File: src/rtl/fifo_arb_pkg.sv
// ============================================================================
// fifo_arb_pkg : shared state encoding and sizing helpers for fifo_arb
// Revision     : 1.0 - initial release
// ============================================================================
`default_nettype none

package fifo_arb_pkg;

    typedef enum logic [0:0] {
        IDLE  = 1'b0,
        GRANT = 1'b1
    } state_t;

    localparam int BURST_CNT_W = 4;

    function automatic int idx_w(input int n);
        return (n > 1) ? $clog2(n) : 1;
    endfunction

endpackage

`default_nettype wire

File: src/rtl/fifo_arb_rr_pick.sv
// ============================================================================
// rr_pick : combinational round-robin picker, first valid index after i_last
// Revision: 1.0 - initial release
// ============================================================================
`default_nettype none

module rr_pick
    import fifo_arb_pkg::*;
#(
    parameter int NUM_REQ = 4,
    parameter int IDX_W   = 2
) (
    input  logic [NUM_REQ-1:0] i_valid,
    input  logic [IDX_W-1:0]   i_last,
    input  logic [NUM_REQ-1:0] i_excl,
    output logic [IDX_W-1:0]   o_idx,
    output logic               o_found
);

    // Walk from farthest to nearest so the nearest candidate overwrites last.
    always_comb begin
        o_idx   = '0;
        o_found = 1'b0;
        for (int k = NUM_REQ; k >= 1; k--) begin
            if (i_valid[(int'(i_last) + k) % NUM_REQ] &&
                !i_excl[(int'(i_last) + k) % NUM_REQ]) begin
                o_idx   = IDX_W'((int'(i_last) + k) % NUM_REQ);
                o_found = 1'b1;
            end
        end
    end

endmodule

`default_nettype wire

File: src/rtl/fifo_arb.sv
// ============================================================================
// fifo_arb : round-robin burst arbiter funnelling requesters into one FIFO port
// Revision : 1.0 - initial release
// ============================================================================
`default_nettype none

module fifo_arb
    import fifo_arb_pkg::*;
#(
    parameter int  NUM_REQ    = 4,
    parameter int  DATA_WIDTH = 8,
    parameter int  BURST_MAX  = 4,
    localparam int IDX_W      = idx_w(NUM_REQ)
) (
    input  logic                          clk,
    input  logic                          rst_n,
    input  logic [NUM_REQ-1:0]            req_valid,
    input  logic [NUM_REQ*DATA_WIDTH-1:0] req_data,
    output logic [NUM_REQ-1:0]            req_ready,
    input  logic                          fifo_full,
    input  logic                          fifo_afull,
    output logic                          fifo_we,
    output logic [DATA_WIDTH-1:0]         fifo_d,
    output logic [IDX_W-1:0]              grant_id,
    output logic                          busy
);

    localparam logic [BURST_CNT_W-1:0] c_BURST_MAX = BURST_CNT_W'(BURST_MAX);

    state_t                 r_state;
    state_t                 w_state_nxt;
    logic [IDX_W-1:0]       r_grant;
    logic [IDX_W-1:0]       w_grant_nxt;
    logic [IDX_W-1:0]       r_last;
    logic [IDX_W-1:0]       w_last_nxt;
    logic [BURST_CNT_W-1:0] r_cnt;
    logic [BURST_CNT_W-1:0] w_cnt_nxt;
    logic [BURST_CNT_W-1:0] w_cnt_inc;
    logic                   r_we;
    logic [DATA_WIDTH-1:0]  r_d;

    logic [DATA_WIDTH-1:0]  w_data [NUM_REQ];
    logic [NUM_REQ-1:0]     w_hold_oh;
    logic [NUM_REQ-1:0]     w_pick_excl;
    logic [IDX_W-1:0]       w_pick_last;
    logic [IDX_W-1:0]       w_pick_idx;
    logic                   w_pick_found;
    logic                   w_space;
    logic                   w_xfer;
    logic                   w_release;

    for (genvar gi = 0; gi < NUM_REQ; gi++) begin : g_unpack
        assign w_data[gi] = req_data[gi*DATA_WIDTH +: DATA_WIDTH];
    end

    always_comb begin
        w_hold_oh          = '0;
        w_hold_oh[r_grant] = 1'b1;
    end

    // A write already in flight consumes the last free entry.
    assign w_space   = !fifo_full && !(fifo_afull && r_we);
    assign w_xfer    = (r_state == GRANT) && w_space && req_valid[r_grant];
    assign w_cnt_inc = r_cnt + BURST_CNT_W'(1);
    assign w_release = (r_state == GRANT) &&
                       (!req_valid[r_grant] || (w_xfer && (w_cnt_inc == c_BURST_MAX)));

    // Holder is only eligible again when nobody else is asking.
    assign w_pick_last = (r_state == GRANT) ? r_grant : r_last;
    assign w_pick_excl = ((r_state == GRANT) && |(req_valid & ~w_hold_oh)) ? w_hold_oh : '0;

    rr_pick #(
        .NUM_REQ (NUM_REQ),
        .IDX_W   (IDX_W)
    ) u_rr_pick (
        .i_valid (req_valid),
        .i_last  (w_pick_last),
        .i_excl  (w_pick_excl),
        .o_idx   (w_pick_idx),
        .o_found (w_pick_found)
    );

    always_comb begin
        w_state_nxt = r_state;
        w_grant_nxt = r_grant;
        w_last_nxt  = r_last;
        w_cnt_nxt   = r_cnt;
        case (r_state)
            IDLE: begin
                if (w_pick_found) begin
                    w_state_nxt = GRANT;
                    w_grant_nxt = w_pick_idx;
                    w_cnt_nxt   = '0;
                end
            end
            GRANT: begin
                if (w_release) begin
                    w_last_nxt = r_grant;
                    w_cnt_nxt  = '0;
                    if (w_pick_found) begin
                        w_grant_nxt = w_pick_idx;
                    end else begin
                        w_state_nxt = IDLE;
                    end
                end else if (w_xfer) begin
                    w_cnt_nxt = w_cnt_inc;
                end
            end
            default: w_state_nxt = IDLE;
        endcase
    end

    always_ff @(posedge clk or negedge rst_n) begin
        if (!rst_n) begin
            r_state <= IDLE;
            r_grant <= '0;
            r_last  <= IDX_W'(NUM_REQ - 1);
            r_cnt   <= '0;
            r_we    <= 1'b0;
            r_d     <= '0;
        end else begin
            r_state <= w_state_nxt;
            r_grant <= w_grant_nxt;
            r_last  <= w_last_nxt;
            r_cnt   <= w_cnt_nxt;
            r_we    <= w_xfer;
            if (w_xfer) begin
                r_d <= w_data[r_grant];
            end
        end
    end

    assign req_ready = ((r_state == GRANT) && w_space) ? w_hold_oh : '0;
    assign fifo_we   = r_we;
    assign fifo_d    = r_d;
    assign grant_id  = r_grant;
    assign busy      = (r_state == GRANT);

endmodule

`default_nettype wire
File: config.mk
export PLATFORM = sky130hd
export DESIGN_NAME = fifo_arb
export DESIGN_NICKNAME = d
export VERILOG_FILES = /design/src/rtl/fifo_arb_pkg.sv /design/src/rtl/fifo_arb_rr_pick.sv /design/src/rtl/fifo_arb.sv
export SDC_FILE = /design/constraint.sdc
export NUM_CORES = 1
export LEC_CHECK = 0
export CORE_AREA = 2 2 51 72
export DETAILED_ROUTE_END_ITERATION = 8
export DIE_AREA = 0 0 53 74
export PLACE_DENSITY_LB_ADDON = 0.05
export REMOVE_ABC_BUFFERS = 1
export SYNTH_ARGS = -nofsm -noshare
export SYNTH_HDL_FRONTEND = slang
export SYNTH_SLANG_ARGS = --single-unit
File: constraint.sdc
create_clock -name clk -period 4.5 [get_ports clk]
set_input_delay 1.35 -clock clk [delete_from_list [all_inputs] [get_ports clk]]
set_output_delay 1.35 -clock clk [all_outputs]
set_load 0.005 [all_outputs]
==> summary.md, run 1 <==
| Metric | Value |
|---|---|
| Result of the run | `finished, final reports clean` |
| Setup bufs post-CTS | `0` |
| Cell variety after synth | `37` |
| Async S/R FF share, synth | `1.00` |
| Routed vias | `1163` |
| Final setup violation count | `0` |
| Worst Hold Class | `reg -> reg` |
| Maximum number of pins on one net before global-route repair | `19` |
| Die Span Y | `74 um` |
| Hpwl dp | `2.59 mm` |
| Largest fanout on the critical path | `7` |
| Leading cell types by total area after synthesis | `dfrtp_1, mux4_2, mux2_2, mux4_1, dfstp_2` |
| Via density per instance | `5.54` |
| Number of cells in the design after placement | `206` |
| Clock skew | `4.95 ps` |
| Time the worst path needs with I/O delays and setup | `4260 ps` |
| Non-filler cells, final | `210` |
| Share of the synthesized area in the top cell type | `0.316` |
| Antenna cell count | `0` |
| Average instance area after synthesis | `10.8 um2` |
| Leftover overflow at the end of global routing | `0` |
| CTS Hold Buffers Added | `0` |
| Fraction of the yosys area taken by sequential cells | `0.357` |
| Tightest Pin Transition | `819 ps` |
| Cell chosen for the clock root | `clkbuf_8` |
| Number of clock buffers inserted by TritonCTS | `3` |
| Data arrival time at the worst-slack endpoint | `2910 ps` |
| Most frequently used flop master after synthesis | `dfrtp_1` |
| Chip Width | `53 um` |
| Pwr dens | `503 nW/um2` |
| First-pass GRT wire length | `5.12 mm` |
| Total routing usage reported by global routing | `0.173` |
| Endpoint type of the worst setup path | `output port` |
| Number of buffers inserted by port buffering | `55` |
| Total count of max-transition violations in the final report | `0` |
| Final hold viol count | `0` |
| Post-Syn Area | `1270 um2` |
| Library cell with the largest summed area after synthesis | `dfrtp_1` |
| Clock transition at path regs | `70 ps` |
| Core region area | `3280 um2` |
| Post-DR wirelength/cell | `15.7 um` |
| Final Core Density | `0.571` |
| Count of synthesis-stage warnings from yosys | `0` |
| Initial Util | `0.386` |
| Number of detailed-routing iterations run before antenna repair | `4` |
| Synthesis-to-layout area growth | `47.9%` |
| Count of mapped cells out of synthesis | `118` |
| Number of design-rule violations left by the first detailed-router iteration | `10` |
| FMAX | `0.235 GHz` |
| Nets | `212` |
| Clock insertion delay at the later pin of the skew report | `250 ps` |
| TritonCTS clock tree | `done` |
| Setup repair after global routing missed its margin | `no` |
| Reported leakage power | `0.000772 uW` |
| Cts repair resizes | `0` |
| Total wire length after detailed routing | `3.30 mm` |
| Slew headroom | `0.452` |
| Number of antenna violations at the first check in global routing | `0` |
| Worst IR drop on VDD | `0.232 mV` |
| Launching element type of the critical path | `input pin` |
| Number of flops mapped to enable cells by yosys | `0` |
| Ports placed on the boundary | `56` |
| Max Cap Violations | `0` |
| Commonest cells post-synth | `dfrtp_1, nand2_1, nor2_1, mux2_2` |
| Number of flip-flops and latches in the synthesized netlist | `18` |
| Share of the cycle needed by the critical path after routing | `0.948` |
| Total negative slack | `0 ps` |
| Final Wtd Congestion | `0.853` |
| Antenna-violating nets left | `0` |
| Row count | `25` |
| Most frequently used cell type in the post-synthesis netlist | `dfrtp_1` |
| Fraction of layout instances using a drive strength above 1 | `0.159` |
| Critical setup path kind | `in -> out` |
| Die area | `3920 um2` |
| # DRC | `0` |
| TritonCTS Sinks | `18` |
| Worst-case clock buffer depth | `2` |
| Required @ worst endpoint | `3150 ps` |
| CTS H-tree lvls | `1` |
| Via count of the first global-routing pass | `1148` |
[metal layers]
metal	GRT usage	vias to the layer above	wire (um)
met3	0.0321	4	272
met5	0	-	0
met2	0.308	45	1660
met4	0.0513	0	35
met1	0.210	564	1330
li1	-	550	-
[final cells by class]
class / instances / area, um2
Fill cell: 299 / 1410
Tap cell: 40 / 50.0
Inverter: 3 / 11.3
Clock buffer: 4 / 45.0
Timing Repair Buffer: 56 / 558
Multi-Input combinational cell: 89 / 759
Sequential cell: 18 / 453
[placed cells by master (no fill, tap or decap)]
cell and n:
and3_1 1, o21a_1 1, and3b_1 1, o31ai_1 3, mux2_4 2, mux2i_1 4, nand3b_1 2, o311ai_1 1
o211ai_1 2, nand3_1 3, mux4_1 3, nand2b_1 1, inv_1 3, dfrtp_1 16, clkbuf_1 1, o21ai_2 2
a21oi_1 2, buf_4 1, a41o_1 1, nor3_1 6, o22ai_1 1, mux2_2 9, o311ai_0 2, a22o_1 1
nand2_2 2, nor2b_1 2, and2_1 1, mux4_2 6, dfstp_2 2, ha_1 1, nand2_1 13, o21ai_0 4
clkbuf_8 3, clkdlybuf4s50_1 55, nor2_1 10, and4b_1 1, xnor2_1 1
[worst max-delay path, stage by stage]
cell	delay, ps
clkdlybuf4s50_1	400
nand2_1	100
and3b_1	310
nand2_1	120
nor2_1	130
clkdlybuf4s50_1	500
[stage by stage]
step | area (um2) | hold WS (ps) | power (uW) | setup WS, ps
3_3_place_gp | 1830 | 484 | 830 | 266
5_1_grt | 1880 | 531 | 1010 | 140
4_1_cts | 1880 | 509 | 958 | 240
3_5_place_dp | 1830 | 493 | 841 | 251
2_1_floorplan | 1220 | 452 | 603 | 1250
6_report | 1880 | 507 | 943 | 236
[final timing paths]
| check | start | to | slack [ps] | cells past startpoint |
|---|---|---|---|---|
| min in group asynchronous | rst_n | fifo_d[5]$_DFFE_PN0P_ | 1570 | 1 |
| min reg2reg | fifo_d[5]$_DFFE_PN0P_ | fifo_d[5]$_DFFE_PN0P_ | 510 | 1 |
| max | fifo_afull | req_ready[3] | 240 | 6 |
| max reg2reg | grant_id[1]$_DFFE_PN0P_ | fifo_d[1]$_DFFE_PN0P_ | 2550 | 3 |
| max in group asynchronous | rst_n | grant_id[1]$_DFFE_PN0P_ | 2420 | 1 |
| min | fifo_d[5]$_DFFE_PN0P_ | fifo_d[5]$_DFFE_PN0P_ | 510 | 1 |
[state kept, by name, indices dropped and copies added (netlist names)]
name      count
busy          1
fifo_d        8
fifo_we       1
grant_id      2
r_cnt         4
r_last        2
[power by group]
group | internal, uW | switching [uW] | total (uW)
Combinational | 325 | 207 | 532
Sequential | 235 | 63.2 | 299
Clock | 62.7 | 50.1 | 113
[logic make-up after synthesis]
logic type,share of synthesized area
AND/OR/NAND/NOR,0.165
multiplexers,0.304
buffers and inverters,0.0444
XOR/XNOR,0.00690
flip-flops,0.357
AO/OA/AOI/OAI,0.113
adder cells (fa/ha/maj),0.00986
Power figures use the tool's default switching activity.
==> inputs of run 2 (changes only) <==
==> constraint.sdc (replaced) <==
create_clock -name clk -period 3.95 [get_ports clk]
set_input_delay 1.185 -clock clk [delete_from_list [all_inputs] [get_ports clk]]
set_output_delay 1.185 -clock clk [all_outputs]
set_load 0.005 [all_outputs]
==> run 2 against run 1 <==
Effect of this change:
- clock-buffer cell count stayed put
- first-iteration DRC count grew to 2.6 times the previous value
- sequential cell count stayed put
- critical endpoint is now req_ready[1]
- wire length is 4.3% higher
- power is 15% higher
==> summary.md, run 2 (synthesis gave the netlist of run 1 again) <==
| Metric | Value |
|---|---|
| Buffers plus inverters on the worst setup path | `2 (unchanged)` |
| Slew headroom | `0.461 (+0.00907)` |
| Crit-path slowest cell | `clkdlybuf4s50_1` |
| Tightest Pin Transition | `805 ps (-13.6 ps)` |
| Pwr dens | `576 nW/um2 (+15%)` |
| Largest fanout on the critical path | `4 (-3)` |
| Row count | `25 (unchanged)` |
| TritonCTS clock tree | `done` |
| Clock transition at path regs | `70 ps (about the same)` |
| Die area | `3920 um2 (unchanged)` |
| FMAX | `0.262 GHz` |
| Clock skew | `5.17 ps (+0.212 ps)` |
| First-pass GRT wire length | `5.61 mm (+9.6%)` |
| Initial Util | `0.386 (unchanged)` |
| Antenna cell count | `0 (unchanged)` |
| Nets | `214 (+0.94%)` |
| TritonCTS Sinks | `18 (unchanged)` |
| Cts repair resizes | `0 (unchanged)` |
| Chip Width | `53 um (unchanged)` |
| Setup repair after global routing missed its margin | `no` |
| Ports placed on the boundary | `56 (unchanged)` |
| Result of the run | `finished, final reports clean` |
| Post-DR wirelength/cell | `16.2 um (+3.4%)` |
| Reported leakage power | `0.000781 uW (+1.2%)` |
| Endpoint type of the worst setup path | `output port` |
| Number of cells in the design after placement | `208 (+0.97%)` |
| Flip-flop count of the largest register, all copies and words added | `8 (unchanged)` |
| Routed vias | `1164 (+0.086%)` |
| Share of the cycle needed by the critical path after routing | `0.966` |
| Required @ worst endpoint | `2760 ps (-390 ps)` |
| # DRC | `0 (unchanged)` |
| Number of clock buffers inserted by TritonCTS | `3 (unchanged)` |
| Number of design-rule violations left by the first detailed-router iteration | `26 (+16)` |
| Core region area | `3280 um2 (unchanged)` |
| Cell chosen for the clock root | `clkbuf_8` |
| CTS Hold Buffers Added | `0 (unchanged)` |
| Final setup violation count | `0 (unchanged)` |
| Final Core Density | `0.576 (+0.00457)` |
| Synthesis-to-layout area growth | `49.1%` |
| Number of buffers inserted by port buffering | `55 (unchanged)` |
| Number of antenna violations at the first check in global routing | `0 (unchanged)` |
| Most common cell after layout, fill and taps aside | `clkdlybuf4s50_1` |
| Maximum number of pins on one net before global-route repair | `19 (unchanged)` |
| Largest delay contributor family on the critical path | `buffers and inverters` |
| Data arrival time at the worst-slack endpoint | `2630 ps (-280 ps)` |
| Total routing usage reported by global routing | `0.192 (+0.0187)` |
| Critical setup path kind | `in -> out` |
| Fraction of layout instances using a drive strength above 1 | `0.169 (+0.00978)` |
| Non-filler cells, final | `212 (+0.95%)` |
| Max Cap Violations | `0 (unchanged)` |
| Launching element type of the critical path | `input pin` |
| Worst IR drop on VDD | `0.320 mV (+38%)` |
| Setup bufs post-CTS | `0 (unchanged)` |
| Total wire length after detailed routing | `3.44 mm (+4.3%)` |
| Total count of max-transition violations in the final report | `0 (unchanged)` |
| Leftover overflow at the end of global routing | `0 (unchanged)` |
| Hpwl dp | `2.64 mm (+1.8%)` |
| Via count of the first global-routing pass | `1199 (+4.4%)` |
| Most frequent CP cell | `clkdlybuf4s50_1` |
| Antenna-violating nets left | `0 (unchanged)` |
| Die Span Y | `74 um (unchanged)` |
| Clock insertion delay at the later pin of the skew report | `250 ps (about the same)` |
| Time the worst path needs with I/O delays and setup | `3820 ps` |
| Number of detailed-routing iterations run before antenna repair | `4 (unchanged)` |
| Final Wtd Congestion | `0.837 (-1.9%)` |
| Commonest cells after routing, fill and taps aside | `clkdlybuf4s50_1, dfrtp_1, nand2_1` |
| CTS H-tree lvls | `1 (unchanged)` |
| Crit-path max cell delay | `540 ps (+40 ps)` |
| Worst Hold Class | `reg -> reg` |
| Worst-case clock buffer depth | `2 (unchanged)` |
| Final hold viol count | `0 (unchanged)` |
| Area of all placed cells without fillers | `1890 um2 (+0.80%)` |
| Via density per instance | `5.49 (-0.86%)` |
| Placement Cell Area | `1850 um2 (+0.82%)` |
| Worst path cell trace | `clkdlybuf4s50_1 > nand3b_1 > nor3_1 > clkdlybuf4s50_1` |
| Total negative slack | `0 ps (unchanged)` |
-- run 2: cell types whose count changed in the layout (fill, tap and decap cells not counted) --
cell   delta
buf_4     +2
-- run 2: worst reg2reg max path, cell delays in order (launching register included) --
cell and delay (ps):
dfrtp_1 780, mux4_2 480, nand2_2 230, mux2_2 370
-- run 2: per-stage QoR --
step	power [uW]	hold slack (ps)	setup slack, ps
after global placement	949	477	191
after CTS	1100	510	130
final	1090	505	135
after detailed placement	965	494	131
after global routing	1170	539	22.2
after floorplan	687	452	1030
-- run 2: area by class of cell --
cell class	count	area (um2)
fill	294	1390
tap	40	50.0
multi-input combinational	89	759
sequential	18	453
clock buffer	4	45.0
timing repair buffer	58	573
inverter	3	11.3
-- run 2: power breakdown --
group | internal, uW | total [uW] | switching [uW]
clock | 71.7 | 132 | 60.2
sequential | 268 | 341 | 72.6
combinational | 372 | 617 | 245
-- run 2: path summary, 6_finish.rpt --
path	startpoint	endpoint	slack, ps	cells after the start
worst max-delay path	fifo_full	req_ready[1]	130	4
worst min-delay path	fifo_d[3]$_DFFE_PN0P_	fifo_d[3]$_DFFE_PN0P_	510	1
worst max register to register	grant_id[1]$_DFFE_PN0P_	fifo_d[6]$_DFFE_PN0P_	1980	3
worst min register to register	fifo_d[3]$_DFFE_PN0P_	fifo_d[3]$_DFFE_PN0P_	510	1
max in group asynchronous	rst_n	fifo_d[1]$_DFFE_PN0P_	2050	1
min in group asynchronous	rst_n	fifo_d[5]$_DFFE_PN0P_	1390	1
-- run 2: routing by layer --
layer / wire length [um] / up-vias / share of wire / track usage
met5: 0 / - / 0 / 0
met4: 84 / 0 / 0.024 / 0.0826
met3: 308 / 9 / 0.090 / 0.0321
met2: 1670 / 62 / 0.49 / 0.332
met1: 1370 / 544 / 0.40 / 0.232
li1: - / 549 / - / -
